$ cat config.mk
export PLATFORM = sky130hd
export DESIGN_NAME = tl_phase_sched
export DESIGN_NICKNAME = d
export VERILOG_FILES = /design/src/rtl/tl_phase_sched.sv
export SDC_FILE = /design/constraint.sdc
export NUM_CORES = 1
export LEC_CHECK = 0
export CAP_MARGIN = 20
export CORE_ASPECT_RATIO = 1.4
export CORE_MARGIN = 2
export CORE_UTILIZATION = 45
export CTS_CLUSTER_DIAMETER = 200
export DETAILED_ROUTE_END_ITERATION = 7
export PLACE_DENSITY = 0.81
export SLEW_MARGIN = 0
export SYNTH_ARGS = -nofsm -noshare
export SYNTH_HDL_FRONTEND = slang
export SYNTH_SLANG_ARGS = --single-unit
export TNS_END_PERCENT = 5
$ cat constraint.sdc
create_clock -name clk -period 2.16 [get_ports clk]
set_input_delay 0.648 -clock clk [delete_from_list [all_inputs] [get_ports clk]]
set_output_delay 0.648 -clock clk [all_outputs]
set_load 0.01 [all_outputs]
$ cat src/rtl/tl_phase_sched.sv
// Four-approach traffic-light phase scheduler.
// Round-robin service of vehicle requests, with emergency preemption and
// yellow/all-red clearance between conflicting greens.
module tl_phase_sched #(
  parameter int unsigned GREEN_MIN = 4,
  parameter int unsigned GREEN_MAX = 10,
  parameter int unsigned YELLOW_T  = 3,
  parameter int unsigned ALLRED_T  = 2
) (
  input  logic       clk,
  input  logic       rst,
  input  logic [3:0] req,
  input  logic [3:0] emg,
  output logic [2:0] Light_M1,
  output logic [2:0] Light_M2,
  output logic [2:0] Light_M3,
  output logic [2:0] Light_M4,
  output logic [3:0] count,
  output logic [2:0] ps,
  output logic [1:0] grant
);

  typedef enum logic [2:0] {
    StIdle   = 3'd0,
    StGreen  = 3'd1,
    StYellow = 3'd2,
    StAllred = 3'd3,
    StEmg    = 3'd4
  } state_e;

  localparam logic [3:0] GreenMinLast = 4'(GREEN_MIN - 1);
  localparam logic [3:0] GreenMaxLast = 4'(GREEN_MAX - 1);
  localparam logic [3:0] YellowLast   = 4'(YELLOW_T - 1);
  localparam logic [3:0] AllredLast   = 4'(ALLRED_T - 1);

  localparam logic [2:0] LampRed    = 3'b100;
  localparam logic [2:0] LampYellow = 3'b010;
  localparam logic [2:0] LampGreen  = 3'b001;

  state_e     r_ps, w_ps_d, w_arb_ps;
  logic [3:0] r_count, w_count_d;
  logic [1:0] r_grant, w_grant_d, w_arb_grant, w_rr_idx;
  logic [2:0] r_light   [4];
  logic [2:0] w_light_d [4];
  logic [3:0] w_grant_oh, w_emg_other, w_req_other;

  assign w_grant_oh  = 4'b0001 << r_grant;
  assign w_emg_other = emg & ~w_grant_oh;
  assign w_req_other = req & ~w_grant_oh;

  // Arbitration: lowest emergency wins, else round-robin from the slot after grant.
  always_comb begin
    w_arb_ps    = StIdle;
    w_arb_grant = r_grant;
    w_rr_idx    = r_grant;
    if (|emg) begin
      w_arb_ps = StEmg;
      // Descending scan so the lowest set index is written last.
      for (int i = 3; i >= 0; i--) begin
        if (emg[i]) w_arb_grant = 2'(i);
      end
    end else if (|req) begin
      w_arb_ps = StGreen;
      // Descending offset scan so the nearest slot after grant wins.
      for (int k = 4; k >= 1; k--) begin
        w_rr_idx = r_grant + 2'(k);
        if (req[w_rr_idx]) w_arb_grant = w_rr_idx;
      end
    end
  end

  // Next-state, next-grant and phase timer.
  always_comb begin
    w_ps_d    = r_ps;
    w_grant_d = r_grant;
    case (r_ps)
      StIdle: begin
        w_ps_d    = w_arb_ps;
        w_grant_d = w_arb_grant;
      end
      StGreen: begin
        if (emg[r_grant]) begin
          w_ps_d = StEmg;
        end else if (|w_emg_other) begin
          w_ps_d = StYellow;
        end else if ((r_count >= GreenMinLast) && (|w_req_other)) begin
          w_ps_d = StYellow;
        end
      end
      StYellow: begin
        if (r_count == YellowLast) w_ps_d = StAllred;
      end
      StAllred: begin
        if (r_count == AllredLast) begin
          w_ps_d    = w_arb_ps;
          w_grant_d = w_arb_grant;
        end
      end
      StEmg: begin
        if (!emg[r_grant]) w_ps_d = StYellow;
      end
      default: w_ps_d = StIdle;
    endcase

    if (w_ps_d != r_ps) begin
      w_count_d = 4'd0;
    end else if ((r_ps == StGreen) && (r_count >= GreenMaxLast)) begin
      // Rest on green: timer parks at the max-green mark.
      w_count_d = GreenMaxLast;
    end else if (r_count != 4'hF) begin
      w_count_d = r_count + 4'd1;
    end else begin
      w_count_d = r_count;
    end
  end

  // Lamp codes derived from the next state so they register alongside it.
  always_comb begin
    for (int i = 0; i < 4; i++) begin
      w_light_d[i] = LampRed;
      if (2'(i) == w_grant_d) begin
        if ((w_ps_d == StGreen) || (w_ps_d == StEmg)) begin
          w_light_d[i] = LampGreen;
        end else if (w_ps_d == StYellow) begin
          w_light_d[i] = LampYellow;
        end
      end
    end
  end

  // State registers with synchronous active-low reset.
  always_ff @(posedge clk) begin
    if (!rst) begin
      r_ps    <= StIdle;
      r_count <= 4'd0;
      r_grant <= 2'd3;
      for (int i = 0; i < 4; i++) r_light[i] <= LampRed;
    end else begin
      r_ps    <= w_ps_d;
      r_count <= w_count_d;
      r_grant <= w_grant_d;
      for (int i = 0; i < 4; i++) r_light[i] <= w_light_d[i];
    end
  end

  assign ps       = r_ps;
  assign count    = r_count;
  assign grant    = r_grant;
  assign Light_M1 = r_light[0];
  assign Light_M2 = r_light[1];
  assign Light_M3 = r_light[2];
  assign Light_M4 = r_light[3];

endmodule

* Word level (Yosys, flattened, before mapping) *
Memory sizes are Yosys's and may differ from the RTL's.
Cells that the tools add are included.

word-level totals
  input port bits = 10
  memory bits (writable) = 12
  word-level logic and storage cells = 92
  register bits = 9
  memories = 1
  output and inout bits = 21

memories
  name     words  bits a word  rd ports  clocked after memory_dff  write ports  line  source
  r_light  4      3            4         0                         4            43    logic [2:0] r_light [4];

cells by class
  shifts and indexed selects = 1
  reduce and logical (&&, ||, !) cells = 12
  multiplexer cells = 42
  magnitude comparators = 6
  bitwise gates (word level) = 8
  equal/unequal tests = 14
  add/subtract/negate cells = 4

operators by type and width
  kind                                                        number
  two-way mux 3 bit                                           17
  two-way mux 2 bit                                           10
  OR reduction 4 bit                                          4
  one-hot mux 3 bit (5 select lines)                          1
  less-than comparator 2 x 3 -> 1 bit, second input constant  4
  == test 3 x 2 -> 1 bit, second input constant               3
  AND 4 bit                                                   2
  binary-select mux 1 bit (select 2 bit)                      4
  two-way mux 4 bit                                           2
  two-way mux 1 bit                                           7
  == test 3 x 1 -> 1 bit, second input constant               2
  == test 3 bit, second input constant                        2
  adder 2 bit, second input constant                          2
  adder 4 x 1 -> 4 bit, second input constant                 1
  == test 2 bit, first input constant                         2
  == test 4 x 1 -> 1 bit, second input constant               1
  == test 4 x 2 -> 1 bit, second input constant               1
  >= comparator 4 x 2 -> 1 bit, second input constant         1
  >= comparator 4 bit, second input constant                  1
  inequality test 4 bit, second input constant                1
  NOT 4 bit                                                   1
  OR 1 bit                                                    4
  one-hot mux 2 bit (2 select lines)                          1
  << shifter 1 x 2 -> 4 bit, first input constant             1
  11 further kinds                                            12

* Logic depth before layout (Yosys ltp) *
Gate-level depths: netlist (run 1).

  depth in word-level cells = 14
  gate-level depth with buffers = 9
  depth with buffers taken out = 8

* Least setup slack after synthesis (run 1) *
OpenSTA, ideal clock, no wires.

  kind = reg2reg
  start point = register r_grant[0], in the netlist grant[0]
  end point = memory r_light[1][2]
  cell stages (with the launch flop) = 8
  data required time = 2.033 ns
  slack = -0.128 ns
  arrival = 2.161 ns
  buffers on the path = 0
  setup time = 0.127 ns
  clock period less this slack = 2.288 ns
  cell sequence = dfxtp_1 inv_1 ha_1 bufinv_8 nand2_1 a2111o_1 and3_4 or3b_1

RTL lines
  element                   line  source
  start: declaration        42    logic [1:0] r_grant, w_grant_d, w_arb_grant, w_rr_idx;
  start signal: assignment  141   r_grant <= w_grant_d;
  end: declaration          43

==> run summary, run 1 <==
Run status -> complete, but fails checks
Failing checks -> negative setup slack
Fin nets -> 241
Synth warn -> 0
Post-synth cell types -> 58
Primary FF master, synth -> dfxtp_1
Worst path bufs/invs -> 2
DRT Pass-1 Iters -> 4
Final core utilization -> 74.0%
CTS root buffer -> clkbuf_8
ANT nets after route -> 0
Critical path's largest stage delay -> 450 ps
Worst path top cell family by delay -> simple AND/OR/NAND/NOR gates
Syn Inst Count -> 154
Initial Util -> 47.8%
Hpwl dp -> 3230 um
FFs w/ async S/R, synth -> 0%
Mean Syn Cell Area -> 9.02 sq um
# H-tree levels -> 1
Share of layout cells above drive strength 1 -> 36.5%
Finished Layout Cells -> 259
Clock sink count -> 21
Max-cap violations -> 0
Crit Path Class -> register to register
DRC viols -> 0
Congestion Overflow GR -> 0
Worst Max-Slew Pin Slew -> 469 ps
Ant diodes -> 0
Total track usage -> 26.4%
Number of synthesized flops with an enable pin -> 0
Worst EP required -> 2310 ps
Placed cell count -> 249
Vias per inst -> 5.76
Die ar. -> 3550 sq um
Final period utilization -> 102%
Routed WL -> 4450 um
Clock power frac -> 17.6%
First-pass GRT wire length -> 7250 um
CP Capture Type -> register
Fin crit period -> 2210 ps
Routability cong. -> 0.800
Sw power -> 0.524 mW
Clock latency on the worst-skew pair -> 270 ps
Pin count of the biggest net entering global routing -> 13
Syn Nets -> 172
Post-synthesis sequential area ratio -> 30.3%
Crit path arrival time -> 2360 ps
Post-route design area -> 2150 sq um
Type of origin of the critical path -> register
Die Y -> 69.7 um
Vias in the first global route -> 1601
Slowest CP cell -> a2111o_1
Core Rows -> 23
Seq cells post-synth -> 21
Die Wd -> 51.0 um
WL/cell -> 17.2 um
Setup-failing EPs final -> 4
Worst Hold Class -> register to register
P&R area growth vs syn -> 54.8%
Worst IR drop on VDD -> 0.572 mV
Peak Freq -> 452 MHz
Pwr dens -> 693 nW/um^2
Final Hold Fails -> 0
Worst setup margin -> -50.8 ps
Total CTS buffers -> 3
P_leak -> 0.890 nW
Ports -> 31
Clk slew on worst S/H paths -> 80 ps
Seq pwr share -> 32.4%
Initial antenna violation count -> 0
TritonCTS clock tree -> built
Core ar. -> 2910 sq um
Unrepaired setup endpoints after global routing -> true
IO buf count -> 30
Sw Ratio -> 35.2%
Synthesized area -> 1390 sq um
Final Skew -> 4.54 ps
Logic pwr share -> 50.0%
Cell breakdown of the critical path -> inv_1 > ha_1 > bufinv_8 > nand2_1 > a2111o_1 > and3_4 > or3b_1
Final hold slack -> 723 ps
TNS Setup -> -79.2 ps
Final-report max-slew violation count -> 0
Relative slew slack -> 68.6%
DRT iter0 DRCs -> 50
Pint -> 0.965 mW
Post-DP Area -> 1960 sq um
Clock buffer depth -> 2
Critical Path Fanout Max -> 4
Vias -> 1491
==> synth_stat cells (all sizes together) (2+ instances only) <==
master | count | share of area (%)
dfxtp | 21 | 30
nor2 | 16 | 4.3
ha | 8 | 7.2
inv | 8 | 2.2
nand2 | 8 | 2.2
nand2b | 8 | 3.6
nand3 | 7 | 2.5
nor2b | 7 | 3.3
nor3 | 5 | 1.8
a21oi | 4 | 1.7
nor3b | 4 | 2.2
nor4 | 4 | 1.8
o21ai | 4 | 1.4
buf | 3 | 1.3
mux2 | 3 | 2.7
xnor2 | 3 | 2.4
a211oi | 2 | 1.1
and2 | 2 | 0.90
nand3b | 2 | 1.1
nor4b | 2 | 2.2
o221ai | 2 | 1.3
o31a | 2 | 1.3
==> stage by stage <==
stage,total power [mW],setup slack (ps)
floorplan,0.836,4.63
CTS,1.46,-33.0
global placement,1.12,-546
detailed placement,1.16,-665
global route,1.57,-78.5
finish,1.49,-50.8
==> power by group through the flow <==
stage / logic, mW / registers [mW] / clock network, mW
2_1_floorplan: 0.331 / 0.505 / 0
3_3_place_gp: 0.636 / 0.487 / 0
3_5_place_dp: 0.664 / 0.492 / 0
4_1_cts: 0.722 / 0.481 / 0.258
5_1_grt: 0.795 / 0.488 / 0.285
6_report: 0.745 / 0.483 / 0.262
==> path summary, 6_finish.rpt <==
path | slack [ps] | start | endpoint | cells past startpoint
min | 720 | count[0] | count[0] | 4
max | -50 | grant[0] | r_light[1][2] | 7
min reg2reg | 720 | count[0] | count[0] | 4
max reg2reg | -50 | grant[0] | r_light[1][2] | 7
==> layout by cell type (no fill, tap or decap), drive strengths merged, types with 2 or more instances in the layout <==
cell type	instances
nor3	5
ha	8
nor3b	4
clkbuf	3
a21oi	4
mux2	3
nand3	7
and2	2
nand2b	8
nor2	16
clkdlybuf4s50	22
nor4b	2
nand2	8
nand3b	2
a211oi	2
o221ai	2
dfxtp	21
buf	42
o21ai	4
clkdlybuf4s15	2
nor4	4
inv	8
xnor2	3
o31a	2
nor2b	7
dlygate4sd2	2
==> kinds of logic (layout without fill, tap and decap cells) <==
| kind of cell | count (synthesis) | in the layout | synth area share, % |
|---|---|---|---|
| AND/OR/NAND/NOR | 75 | 75 | 32.5 |
| AO/OA/AOI/OAI | 29 | 29 | 17.6 |
| flip-flops | 21 | 21 | 30.3 |
| buffers and inverters | 13 | 81 | 4.96 |
| adder cells (fa/ha/maj) | 8 | 8 | 7.21 |
| multiplexers | 5 | 5 | 5.04 |
| XOR/XNOR | 3 | 3 | 2.43 |
==> registers in the layout, indices dropped and copies added, names as in the netlist <==
name and flops:
grant 2, ps 3, r_light 12, count 4
==> worst register-to-register path: cells and delay by family (launching register included) <==
family | cells | cell delay [ps]
simple gates | 3 | 620
buf+inv | 2 | 290
flops | 1 | 370
fa+ha+maj | 1 | 360
compound gates | 1 | 450
==> area by class of cell <==
class,instances,area (sq um)
Tap cell,37,46.3
Sequential cell,21,428
Fill cell,214,757
Inverter,9,47.5
Clock buffer,3,41.3
Clock inverter,1,5.00
Timing Repair Buffer,68,582
Multi-Input combinational cell,120,1000
==> metal layers <==
metal  vias up  global-route usage (%)  share of wire, %
li1        697                       -                 -
met1       720                    25.7                37
met2        57                    48.8                55
met3        17                    4.96               4.0
met4         0                    16.2               3.6
met5         -                       0                 0
==> repair_timing <==
item                                    in CTS  in global routing
buffers inserted                             4                  2
gates resized for setup                     41                  9
hold buffers                                 0                  0
pin swaps                                    6                  7
endpoints found under the setup margin      19                 14
No activity file was read; power rests on OpenSTA's default activity.
==> run 2: changes to the inputs <==
--- a/config.mk
+++ b/config.mk
@@ -5,13 +5,15 @@
 export SDC_FILE = /design/constraint.sdc
 export NUM_CORES = 1
 export LEC_CHECK = 0
+export ABC_AREA = 1
 export CAP_MARGIN = 20
 export CORE_ASPECT_RATIO = 1.4
 export CORE_MARGIN = 2
 export CORE_UTILIZATION = 45
 export CTS_CLUSTER_DIAMETER = 200
 export DETAILED_ROUTE_END_ITERATION = 7
-export PLACE_DENSITY = 0.81
+export MAX_ROUTING_LAYER = met4
+export PLACE_DENSITY = 0.78
 export SLEW_MARGIN = 0
 export SYNTH_ARGS = -nofsm -noshare
 export SYNTH_HDL_FRONTEND = slang
==> run 2 against run 1 <==
- power is 5.7% higher
- the run now ends clean
- sequential cell count did not move
- area after synthesis down 3.3%
- largest power group unchanged
- combinational power rose by 9.0%
- design area is 15% lower
- core utilization down 10 points
==> run summary, run 2 <==
Worst setup margin -> 82.5 ps (+133 ps)
Die Wd -> 50.2 um (-1.6%)
Clock sink count -> 21 (unchanged)
Pin count of the biggest net entering global routing -> 13 (unchanged)
Most frequent cells in the layout -> nand2_1 (58), nand3_1 (28), clkdlybuf4s50_1 (28), inv_1 (26), nor2_1 (24)
Post-synth cell types -> 25 (-57%)
Clk slew on worst S/H paths -> 70 ps (about the same)
Max-cap violations -> 0 (unchanged)
Fin nets -> 272 (+13%)
Finished Layout Cells -> 290 (+12%)
Syn Nets -> 227 (+32%)
Critical path's largest stage delay -> 500 ps (+50 ps)
TritonCTS clock tree -> built
Type of origin of the critical path -> primary input
# H-tree levels -> 1 (unchanged)
Multi-input logic area -> 806 sq um (-19%)
Ports -> 31 (unchanged)
Final-report max-slew violation count -> 0 (unchanged)
Setup-failing EPs final -> 0 (-4)
Clock buffer depth -> 2 (unchanged)
DRT Pass-1 Iters -> 4 (unchanged)
Clock latency on the worst-skew pair -> 260 ps (about the same)
Critical Path Fanout Max -> 5 (+1)
Hpwl dp -> 2540 um (-22%)
Worst path top cell family by delay -> simple AND/OR/NAND/NOR gates
Total CTS buffers -> 3 (unchanged)
CP Capture Type -> register
Run status -> finished, final reports clean
Share of layout cells above drive strength 1 -> 13.4% (-23 points)
Clock power frac -> 16.0% (-1.6 points)
Total track usage -> 19.4% (-7.0 points)
Reg area -> 422 sq um (-1.5%)
Unrepaired setup endpoints after global routing -> false
Commonest non-fill, non-tap cell in the layout -> nand2_1
Post-CTS setup buffers -> 0 (-4)
Most common cell in the netlist -> nand2_1
Peak Freq -> 481 MHz (+6.4%)
Worst Hold Class -> register to register
Syn Inst Count -> 209 (+36%)
IO buf count -> 30 (unchanged)
Fin crit period -> 2080 ps (-133 ps)
Seq cells post-synth -> 21 (unchanged)
Primary FF master, synth -> dfxtp_1
Seq pwr share -> 32.5% (about the same)
P_leak -> 0.881 nW (-0.99%)
Cell breakdown of the critical path -> clkdlybuf4s50_1 > inv_1 > nand3_1 > inv_1 > nand2_1 > nor2_2 > nor2_4 > nand2_1 > or2_4 > nand2_2 > nand3_1
P&R area growth vs syn -> 35.6%
Synthesized area -> 1340 sq um (-3.3%)
Ant diodes -> 0 (unchanged)
Routability cong. -> 0.850 (+6.2%)
Pint -> 0.940 mW (-2.6%)
Largest register FFs -> 12 (unchanged)
Worst EP required -> 2300 ps (about the same)
Crit path arrival time -> 2220 ps (-140 ps)
Total power -> 1.57 mW (+5.7%)
First-pass GRT wire length -> 5090 um (-30%)
CTS root buffer -> clkbuf_8
Crit Path Class -> primary input to register
Initial antenna violation count -> 0 (unchanged)
Worst IR drop on VDD -> 0.579 mV (+1.3%)
Core Rows -> 23 (unchanged)
Pwr dens -> 865 nW/um^2 (+25%)
Vias -> 1394 (-6.5%)
Slowest CP cell -> clkdlybuf4s50_1
Post-synthesis sequential area ratio -> 31.3% (+1.0 points)
Relative slew slack -> 82.4% (+14 points)
Filler cell count in the final layout -> 268 (+25%)
Vias in the first global route -> 1274 (-20%)
Congestion Overflow GR -> 0 (unchanged)
Number of synthesized flops with an enable pin -> 0 (unchanged)
Synth top area share -> 31.3% (+1.0 points)
Die Y -> 68.6 um (-1.6%)
Final Hold Fails -> 0 (unchanged)
Final period utilization -> 96.2% (-6.2 points)
Sw power -> 0.634 mW (+21%)
Logic pwr share -> 51.6% (+1.6 points)
Routed WL -> 3040 um (-32%)
DRT iter0 DRCs -> 37 (-26%)
FFs w/ async S/R, synth -> 0% (unchanged)
Dominant cells by area after synthesis -> dfxtp_1 (31%), nand2_1 (16%), nand3_1 (10%)
Die ar. -> 3440 sq um (-3.1%)
Worst Max-Slew Pin Slew -> 263 ps (-206 ps)
Worst path bufs/invs -> 3 (+1)
Core ar. -> 2850 sq um (-2.0%)
Placed cell count -> 286 (+15%)
Final core utilization -> 63.9% (-10 points)
Initial Util -> 47.1% (-0.66 points)
Dpl ws -> -224 ps (+442 ps)
Vias per inst -> 4.81 (-16%)
Leading area contributor after synthesis -> dfxtp_1
Final Skew -> 1.77 ps (-2.77 ps)
Reg with most FFs -> r_light
WL/cell -> 10.5 um (-39%)
ANT nets after route -> 0 (unchanged)
Top cells by count, synth -> nand2_1 (58), inv_1 (28), nand3_1 (28)
DRC viols -> 0 (unchanged)
Mean Syn Cell Area -> 6.42 sq um (-29%)
Sw Ratio -> 40.3% (+5.1 points)
Synth warn -> 0 (unchanged)
run 2: changes by cell type after synthesis, sizes merged, moves of 4 or more:
cell    delta
nor2b      -7
nand2b     -8
nand2     +56
o21ai      +4
nor4       -4
inv       +22
nand3     +21
nor2      +12
run 2: worst register-to-register path, cell delays in order (launching register included):
cell and delay (ps):
dfxtp_1 390, inv_1 140, ha_1 340, inv_1 80, nand3_1 100, a21boi_1 140
nand2_1 60, nand2_1 40, nand2_1 50, nand2_1 60, nor2_1 190, buf_4 160
nand3_1 60
run 2: cell families after synthesis:
| kind of cell | share of synthesized area (%) |
|---|---|
| AND/OR/NAND/NOR | 43.4 |
| buffers and inverters | 9.23 |
| flip-flops | 31.3 |
| AO/OA/AOI/OAI | 7.27 |
| adder cells (fa/ha/maj) | 7.46 |
| XOR/XNOR | 1.30 |
run 2: worst paths after layout:
path | from | end | slack (ps) | cells after the start
max reg2reg | grant[1] | r_light[0][2] | 250 | 12
min reg2reg | count[3] | count[3] | 640 | 2
max | emg[3] | r_light[3][2] | 80 | 11
min | count[3] | count[3] | 640 | 2
run 2: cell type report:
| class | count | share of cell area [%] |
|---|---|---|
| Timing Repair Buffer | 41 | 21.3 |
| Sequential cell | 21 | 23.2 |
| Clock inverter | 1 | 0.275 |
| Multi-Input combinational cell | 157 | 44.3 |
| Inverter | 30 | 6.19 |
| Clock buffer | 3 | 2.27 |
| Tap cell | 37 | 2.54 |
run 2: layer usage:
metal / GRT usage [%] / wire [um] / up-vias / part of all wire [%]
met5: - / 0 / - / 0
met1: 20.3 / 1290 / 610 / 42
met4: 5.56 / 40 / 0 / 1.3
met3: 2.59 / 93 / 4 / 3.1
li1: - / - / 747 / -
met2: 37.7 / 1620 / 33 / 53
run 2: per-stage QoR:
| step | hold WS [ps] | instance area [sq um] | TNS [ps] |
|---|---|---|---|
| final | 643 | 1820 | 0 |
| after global placement | 635 | 1760 | -2330 |
| after global routing | 669 | 1820 | 0 |
| after detailed placement | 636 | 1760 | -2320 |
| after floorplan | 624 | 1340 | 0 |
| after CTS | 646 | 1810 | 0 |
run 2: power groups by stage:
stage / clock, mW / sequential (mW) / combinational (mW)
global route: 0.276 / 0.522 / 0.905
floorplan: 0 / 0.543 / 0.482
detailed placement: 0 / 0.520 / 0.802
CTS: 0.257 / 0.511 / 0.805
finish: 0.252 / 0.511 / 0.812
global placement: 0 / 0.521 / 0.790
run 2: timing repair:
action / CTS / global route
endpoints found under the setup margin: 0 / 11
resized for setup: 0 / 9
hold buffers: 0 / 0
==> RTL edit (flow settings as in run 1) <==
Make the reset (`rst`) asynchronous in one clocked block. Comments in the files are not updated.
--- a/src/rtl/tl_phase_sched.sv
+++ b/src/rtl/tl_phase_sched.sv
@@ -129,7 +129,7 @@
   end
 
   // State registers with synchronous active-low reset.
-  always_ff @(posedge clk) begin
+  always_ff @(posedge clk or negedge rst) begin
     if (!rst) begin
       r_ps    <= StIdle;
       r_count <= 4'd0;
Function: differs if rst is asserted again (counterexample within 4 cycles, from zero or initial values and one cycle with rst low); with rst held inactive, the same outputs for 10 cycles.
==> RTL edit against run 1 <==
- the flow still finishes with violations (negative setup slack)
- sequential share of layout area grew 3.0 points
- highest routed layer unchanged
- final area grew 8.0%
- sequential cell count is the same
- global-route usage shrank 1.7 points
- worst setup slack lost 0.14 ns
- routed wire length grew 3.6%
- area after synthesis grew 1.7%
- critical path type unchanged
Power is not compared: it rests on default switching activity, and its combinational part moved more than twofold at a synthesized area within 25%.
==> RTL edit: results (changes against run 1) <==
status: complete, but fails checks
failing checks: negative setup slack
Hold Crit Class: input port to asynchronous set/reset pin
post-CTS setup buffers: 2 (-2)
Slowest-stage cell, CP: dfstp_2
Final Skew: 0.005475 ns (+0.0009360 ns)
crit path from: grant[0]
max reg flops: 4 (-8)
clk_lat worst skew: 0.25 ns (-0.02 ns)
Worst R2R Path Depth: 8 (+1)
worst-case hold slack: 0.7337 ns (+0.01057 ns)
RR Endpoint: count[1]
pin count of the biggest net entering global routing: 22 (+9)
Least-Margin Pin Slew: 0.5977 ns (+0.1292 ns)
hpwl dp: 2.998 mm (-7.2%)
1st-iter DRT viols: 23 (-54%)
Worst path max stage delay: 0.65 ns (+0.20 ns)
Synth Instances: 148 (-3.9%)
vias per cell: 5.687 (-1.2%)
WL/cell: 17.80 um (+3.6%)
Gates resized, CTS repair: 30 (-27%)
setup ws final: -0.1937 ns (-0.1429 ns)
number of global-route vias before repair: 1566 (-2.2%)
total placed cells including tap cells: 243 (-2.4%)
layout cells sized above 1: 0.4364 (+0.07150)
total track usage: 0.2476 (-0.01669)
Syn Nets: 166 (-3.5%)
main area contributors after synthesis: dfrtp_1 27%, dfstp_2 11%, ha_1 7.1%
Post-synth top cells: 15 x dfrtp_1, 15 x nor2_1, 13 x nand2b_1
# setup viols final: 18 (+14)
Cell variety after synth: 49 (-16%)
asr flop ratio synth: 1.000 (+1.000)
CP delay by family, top: compound AO/OA/AOI/OAI gates
worst path arrival time: 2.52 ns (+0.16 ns)
post-synthesis sequential area ratio: 0.3773 (+0.07462)
Setup TNS: -2.378 ns (-2.299 ns)
post-placement cell area: 1997 um^2 (+2.0%)
RTL edit: layout make-up:
type	instances	area (um^2)
inverters	8	30.03
multi-input cells	114	1051
repair buffers	73	613.1
clock buffers	3	41.29
fillers	218	740.7
clock inverters	1	5.005
well taps	39	48.80
flip-flops and latches	21	533.0
RTL edit: layer usage:
layer  global-route usage  vias up  wire length (um)
li1                     -      678                 -
met1               0.2629      721              1640
met2               0.4488       54              2559
met3              0.05556       20               199
met4               0.1140        0               211
met5                    0        -                 0
RTL edit: where the power goes:
part	switching (mW)	internal, mW	total, mW
Combinational	1.01	1.02	2.02
Sequential	0.156	0.560	0.716
Clock	0.118	0.128	0.246
Total	1.28	1.71	2.99
RTL edit: cells by family after synthesis:
logic type                 Yosys count  share of synthesized area
AOI/OAI and AO/OA                   39                     0.2020
adders and majority gates            8                    0.07086
and+or+nand+nor                     59                     0.2454
buffers and inverters               13                    0.03809
muxes                                7                    0.06023
xor gates and xnor gates             1                   0.006201
DFF                                 21                     0.3773
